### config.mk
export PLATFORM = sky130hd
export DESIGN_NAME = uart_tx_gen
export DESIGN_NICKNAME = d
export VERILOG_FILES = /design/src/rtl/uart_tx_gen.sv
export SDC_FILE = /design/constraint.sdc
export NUM_CORES = 1
export LEC_CHECK = 0
export CORE_AREA = 2 2 61 63
export CTS_CLUSTER_DIAMETER = 80
export CTS_CLUSTER_SIZE = 14
export DETAILED_ROUTE_END_ITERATION = 10
export DIE_AREA = 0 0 63 65
export DONT_BUFFER_PORTS = 1
export GPL_TIMING_DRIVEN = 0
export MAX_ROUTING_LAYER = met4
export PLACE_DENSITY = 0.66
export RECOVER_POWER = 25
export SLEW_MARGIN = 40
export SYNTH_ARGS = -nofsm -noshare
export SYNTH_HDL_FRONTEND = slang
export SYNTH_SLANG_ARGS = --single-unit
### constraint.sdc
create_clock -name clk -period 2.7 [get_ports clk]
set_input_delay 0.27 -clock clk [delete_from_list [all_inputs] [get_ports clk]]
set_output_delay 0.27 -clock clk [all_outputs]
set_load 0.02 [all_outputs]
### src/rtl/uart_tx_gen.sv
// UART frame transmitter with a valid/ready source and a debounced push-button source.
// Frame: start, DATA_BITS LSB-first, optional parity, STOP_BITS stop bits, each DIV cycles long.
module uart_tx_gen #(
    parameter int unsigned DIV       = 16,
    parameter int unsigned DATA_BITS = 8,
    parameter int unsigned PARITY    = 0,
    parameter int unsigned STOP_BITS = 1,
    parameter int unsigned DB_CYCLES = 4
) (
    input  logic                 clk,
    input  logic                 rst_n,
    input  logic                 ena,
    input  logic [DATA_BITS-1:0] data_in,
    input  logic                 valid,
    output logic                 ready,
    input  logic                 btn_raw,
    output logic                 tx,
    output logic                 busy,
    output logic                 frame_done,
    output logic                 btn_db
);

    localparam int unsigned CNT_W = (DIV > 1) ? $clog2(DIV) : 1;
    localparam int unsigned IDX_W = 4;
    localparam int unsigned DB_W  = $clog2(DB_CYCLES + 1);

    localparam logic [CNT_W-1:0] CNT_LAST  = CNT_W'(DIV - 1);
    localparam logic [IDX_W-1:0] DATA_LAST = IDX_W'(DATA_BITS - 1);
    localparam logic [IDX_W-1:0] STOP_LAST = IDX_W'(STOP_BITS - 1);
    localparam logic [DB_W-1:0]  DB_LAST   = DB_W'(DB_CYCLES - 1);

    typedef enum logic [2:0] {
        S_IDLE,
        S_START,
        S_DATA,
        S_PARITY,
        S_STOP
    } state_t;

    // Button path: 2-flop synchroniser, stability counter, rising-edge detect
    logic            sync1;
    logic            sync2;
    logic            btn_prev;
    logic [DB_W-1:0] db_cnt;
    logic            btn_trig;

    always_ff @(posedge clk or negedge rst_n) begin
        if (!rst_n) begin
            sync1    <= 1'b0;
            sync2    <= 1'b0;
            btn_prev <= 1'b0;
            btn_db   <= 1'b0;
            db_cnt   <= '0;
        end else begin
            sync1    <= btn_raw;
            sync2    <= sync1;
            btn_prev <= btn_db;
            if (sync2 == btn_db) begin
                db_cnt <= '0;
            end else if (db_cnt == DB_LAST) begin
                btn_db <= sync2;
                db_cnt <= '0;
            end else begin
                db_cnt <= db_cnt + DB_W'(1);
            end
        end
    end

    assign btn_trig = btn_db & ~btn_prev;

    // Frame sequencer state
    state_t                 state;
    state_t                 state_n;
    logic [CNT_W-1:0]       baud_cnt;
    logic [CNT_W-1:0]       baud_cnt_n;
    logic [IDX_W-1:0]       bit_idx;
    logic [IDX_W-1:0]       bit_idx_n;
    logic [DATA_BITS-1:0]   shreg;
    logic [DATA_BITS-1:0]   shreg_n;
    logic                   par_bit;
    logic                   par_bit_n;
    logic                   tx_n;
    logic                   busy_n;
    logic                   frame_done_n;
    logic                   accept;
    logic                   bit_end;

    assign ready   = ena && (state == S_IDLE);
    assign accept  = ready && (valid || btn_trig);
    assign bit_end = (baud_cnt == CNT_LAST);

    always_ff @(posedge clk or negedge rst_n) begin
        if (!rst_n) begin
            state      <= S_IDLE;
            baud_cnt   <= '0;
            bit_idx    <= '0;
            shreg      <= '0;
            par_bit    <= 1'b0;
            tx         <= 1'b1;
            busy       <= 1'b0;
            frame_done <= 1'b0;
        end else begin
            state      <= state_n;
            baud_cnt   <= baud_cnt_n;
            bit_idx    <= bit_idx_n;
            shreg      <= shreg_n;
            par_bit    <= par_bit_n;
            tx         <= tx_n;
            busy       <= busy_n;
            frame_done <= frame_done_n;
        end
    end

    // Next state, then registered outputs derived from the next state so they align with it
    always_comb begin
        state_n      = state;
        baud_cnt_n   = baud_cnt;
        bit_idx_n    = bit_idx;
        shreg_n      = shreg;
        par_bit_n    = par_bit;
        tx_n         = 1'b1;
        busy_n       = 1'b0;
        frame_done_n = 1'b0;

        if (state == S_IDLE) begin
            baud_cnt_n = '0;
            bit_idx_n  = '0;
            if (accept) begin
                state_n   = S_START;
                shreg_n   = data_in;
                par_bit_n = (PARITY == 2) ? ~(^data_in) : (^data_in);
            end
        end else if (!bit_end) begin
            baud_cnt_n = baud_cnt + CNT_W'(1);
        end else begin
            baud_cnt_n = '0;
            case (state)
                S_START: begin
                    state_n   = S_DATA;
                    bit_idx_n = '0;
                end
                S_DATA: begin
                    if (bit_idx == DATA_LAST) begin
                        bit_idx_n = '0;
                        state_n   = (PARITY != 0) ? S_PARITY : S_STOP;
                    end else begin
                        bit_idx_n = bit_idx + IDX_W'(1);
                        shreg_n   = shreg >> 1;
                    end
                end
                S_PARITY: begin
                    state_n   = S_STOP;
                    bit_idx_n = '0;
                end
                S_STOP: begin
                    if (bit_idx == STOP_LAST) begin
                        state_n   = S_IDLE;
                        bit_idx_n = '0;
                    end else begin
                        bit_idx_n = bit_idx + IDX_W'(1);
                    end
                end
                default: state_n = S_IDLE;
            endcase
        end

        case (state_n)
            S_START:  tx_n = 1'b0;
            S_DATA:   tx_n = shreg_n[0];
            S_PARITY: tx_n = par_bit_n;
            default:  tx_n = 1'b1;
        endcase
        busy_n       = (state_n != S_IDLE);
        frame_done_n = (state_n == S_STOP) && (baud_cnt_n == CNT_LAST) &&
                       (bit_idx_n == STOP_LAST);
    end

endmodule

==> summary.md <==
| Metric | Value |
|---|---|
| Pin count of the biggest net entering global routing | `31` |
| Depth of the most critical reg-to-reg path | `5` |
| Relative contribution of combinational cells to total power | `33.6%` |
| WL per Instance | `15.1 um` |
| Area of the core | `3500 sq um` |
| Hold path cells | `2` |
| Insertion delay of the later-clocked pin in the worst-skew pair | `330 ps` |
| Endpoint of the worst-slack reg-to-reg timing path | `tx` |
| Post-synthesis sequential area ratio | `51.0%` |
| Num ports | `18` |
| Initial antenna violation count | `0` |
| Total number of vias | `1113` |
| Initial DRT Pass Iterations | `2` |
| # resized after CTS | `0` |
| Share of async-settable or async-resettable flops after synthesis | `100%` |
| Area Growth Syn to Fin | `10.0%` |
| Result of the run | `complete, but fails checks` |
| Endpoint, Worst Hold | `shreg[7]` |
| Final period utilization | `83.8%` |
| Syn_area_per_cell | `10.3 sq um` |
| Net count after synthesis | `160` |
| Via density per instance | `5.51` |
| Commonest non-fill, non-tap cells in the layout | `29 x dfrtp_1, 21 x nand2_1, 9 x nor2_1, 9 x xnor2_1, 8 x a22oi_1` |
| Violation count after the first detailed-route iteration | `61` |
| Count of final max-slew check failures | `31` |
| Total Neg Setup Slack | `0 ps` |
| Die area | `4100 sq um` |
| Critical Path Sink Type | `register` |
| Internal power | `982 uW` |
| Total placed cells including tap cells | `191` |
| Remaining antenna violation count after routing | `0` |
| Final global-route overflow total | `0` |
| Non-filler instance count after layout | `202` |
| Worst Skew | `5.75 ps` |
| Switching part of the total power | `38.7%` |
| Core Rows | `22` |
| Yosys warns | `0` |
| Headroom to the max-slew limit | `-5.04%` |
| Vertical die dimension | `65 um` |
| FF-to-FF Start | `baud_cnt[0]` |
| Required time of the worst setup path | `2960 ps` |
| Hold buffer count at CTS | `3` |
| Register-to-register path setup slack | `440 ps` |
| Clock Power Share | `18.0%` |
| TritonCTS clock tree | `built` |
| Final weighted congestion of routability-driven global placement | `0.783` |
| CTS root buf | `clkbuf_4` |
| Synthesized netlist cell count | `143` |
| Reg power frac | `48.3%` |
| Number of global-route vias before repair | `1159` |
| Startpoint of the most critical hold path | `data_in[7]` |
| Port Buffer Count | `0` |
| Final setup violation count | `0` |
| Maximum number of buffers from clock root to sink | `2` |
| Total half-perimeter wirelength after legalization and detailed placement | `2200 um` |
| Top_reg_cell synth | `dfrtp_1` |
| Setup Fix Bufs, Post-CTS | `0` |
| DRT Wirelength | `3050 um` |
| Mapped Area | `1480 sq um` |
| Number of library cell types mapped by synthesis | `44` |
| Clock Sinks | `30` |
| Maximum level of the CTS H-tree | `2` |
| Fraction of layout instances using a drive strength above 1 | `12.3%` |
| Clk pin slew, worst setup/hold paths | `100 ps` |
| Most common cell after layout, fill and taps aside | `dfrtp_1` |
| Total Power | `1.60 mW` |
| Flip-flop and latch count after synthesis | `30` |
| PD cells | `987 nW/um^2` |
| Post-layout nets | `170` |
| Least-Margin Pin Slew | `1580 ps` |
| Class of the tightest hold or removal check | `input pin to register` |
| Count of final hold-check violations | `0` |
| Clock buffers created by TritonCTS | `5` |
| Max IR drop VDD | `0.436 mV` |
| Setup repair after global routing missed its margin | `false` |
| Number of diodes added for antenna fixing | `0` |
| Violations in the final reports | `capacitance limit, slew limit` |
| Width of the die | `63 um` |
| First-pass GRT wire length | `5220 um` |
| Fmax | `442 MHz` |
| Utilization after layout | `46.4%` |
| Kind of critical path | `register to register` |
| Final routed DRC violation total | `0` |
| Max-cap violations | `1` |
| Highest net fanout along the worst path | `5` |
| Initial core utilization | `42.2%` |
| Signal arrival time at the worst endpoint | `2530 ps` |
| Lkg Pwr | `0.695 nW` |
| Startpoint type of the worst setup path | `register` |
| EDFF count, synth | `0` |
| Crit path time final | `2260 ps` |
| GRT Total Usage | `17.2%` |
| Net Switching | `620 uW` |
[power by group through the flow]
stage                     sequential [mW]  combinational [mW]  clock, mW
after floorplan                     0.744               0.428          0
after global placement              0.767               0.501          0
after detailed placement            0.783               0.526          0
after CTS                           0.775               0.544      0.297
after global routing                0.797               0.612      0.318
final                               0.774               0.539      0.289
[critical path, cell delays in order, from the launching register on]
cell and delay (ps):
dfrtp_1 430, ha_1 260, nand3_1 250, o41ai_1 700, a31oi_1 180, a311o_1 370
[state kept, by name, summed over array words and instances (netlist names)]
signal and cells:
state 3, bit_idx 4, shreg 8, tx 1, frame_done 1, sync2 1, btn_prev 1, sync1 1
par_bit 1, baud_cnt 4, busy 1, db_cnt 3, btn_db 1
[per-stage QoR]
stage | area, sq um | worst slack [ps] | hold WS (ps)
detailed placement | 1540 | 477 | -24.8
finish | 1620 | 438 | 72.5
floorplan | 1480 | 849 | -25.6
CTS | 1640 | 464 | 59.8
global placement | 1540 | 583 | -24.8
global route | 1620 | 241 | 69.4
[logic make-up after synthesis]
| logic type | synth area share (%) |
|---|---|
| buffers and inverters | 2.63 |
| muxes | 0.763 |
| xor gates and xnor gates | 5.34 |
| AOI/OAI and AO/OA | 13.7 |
| adders and majority gates | 3.39 |
| and+or+nand+nor | 23.2 |
| DFF | 51.0 |
[synth_stat cells, types with 2 or more instances]
cell	n	share of area, %
a21oi_1	2	0.68
a22oi_1	8	4.1
a31oi_1	4	1.7
and2_1	2	0.85
dfrtp_1	29	49
ha_1	4	3.4
inv_1	4	1.0
nand2_1	21	5.3
nand3_1	7	2.4
nand3b_1	2	1.0
nor2_1	9	2.3
nor2b_1	2	0.85
nor3_1	5	1.7
nor3b_1	3	1.5
o21ai_0	4	1.4
xnor2_1	9	5.3
[worst max path at each step]
| stage | startpoint | end | slack, ps | depth (start not counted) |
|---|---|---|---|---|
| 6_report | baud_cnt[0] | tx | 440 | 5 |
| 3_5_place_dp | baud_cnt[0] | tx | 480 | 5 |
| 4_1_cts | baud_cnt[0] | tx | 460 | 5 |
| 5_1_grt | baud_cnt[0] | tx | 240 | 5 |
| 2_1_floorplan | state[2] | tx | 850 | 6 |
| 3_3_place_gp | baud_cnt[0] | tx | 580 | 5 |
[per-layer routing]
layer  GRT usage, %  up-vias  share of wire (%)
met2           29.5       20                 53
met3           6.77        7                4.9
met4           7.22        0                1.5
met5              -        -                  0
met1           17.5      548                 41
li1               -      538                  -
[final cells by class]
cell class,instances,area (sq um)
Buffer,3,23.8
Clock buffer,6,51.3
Clock inverter,2,12.5
Fill cell,350,1870
Inverter,4,15.0
Multi-Input combinational cell,106,684
Sequential cell,30,752
Tap cell,48,60.1
Timing Repair Buffer,3,23.8
(Power assumes the default switching activity.)
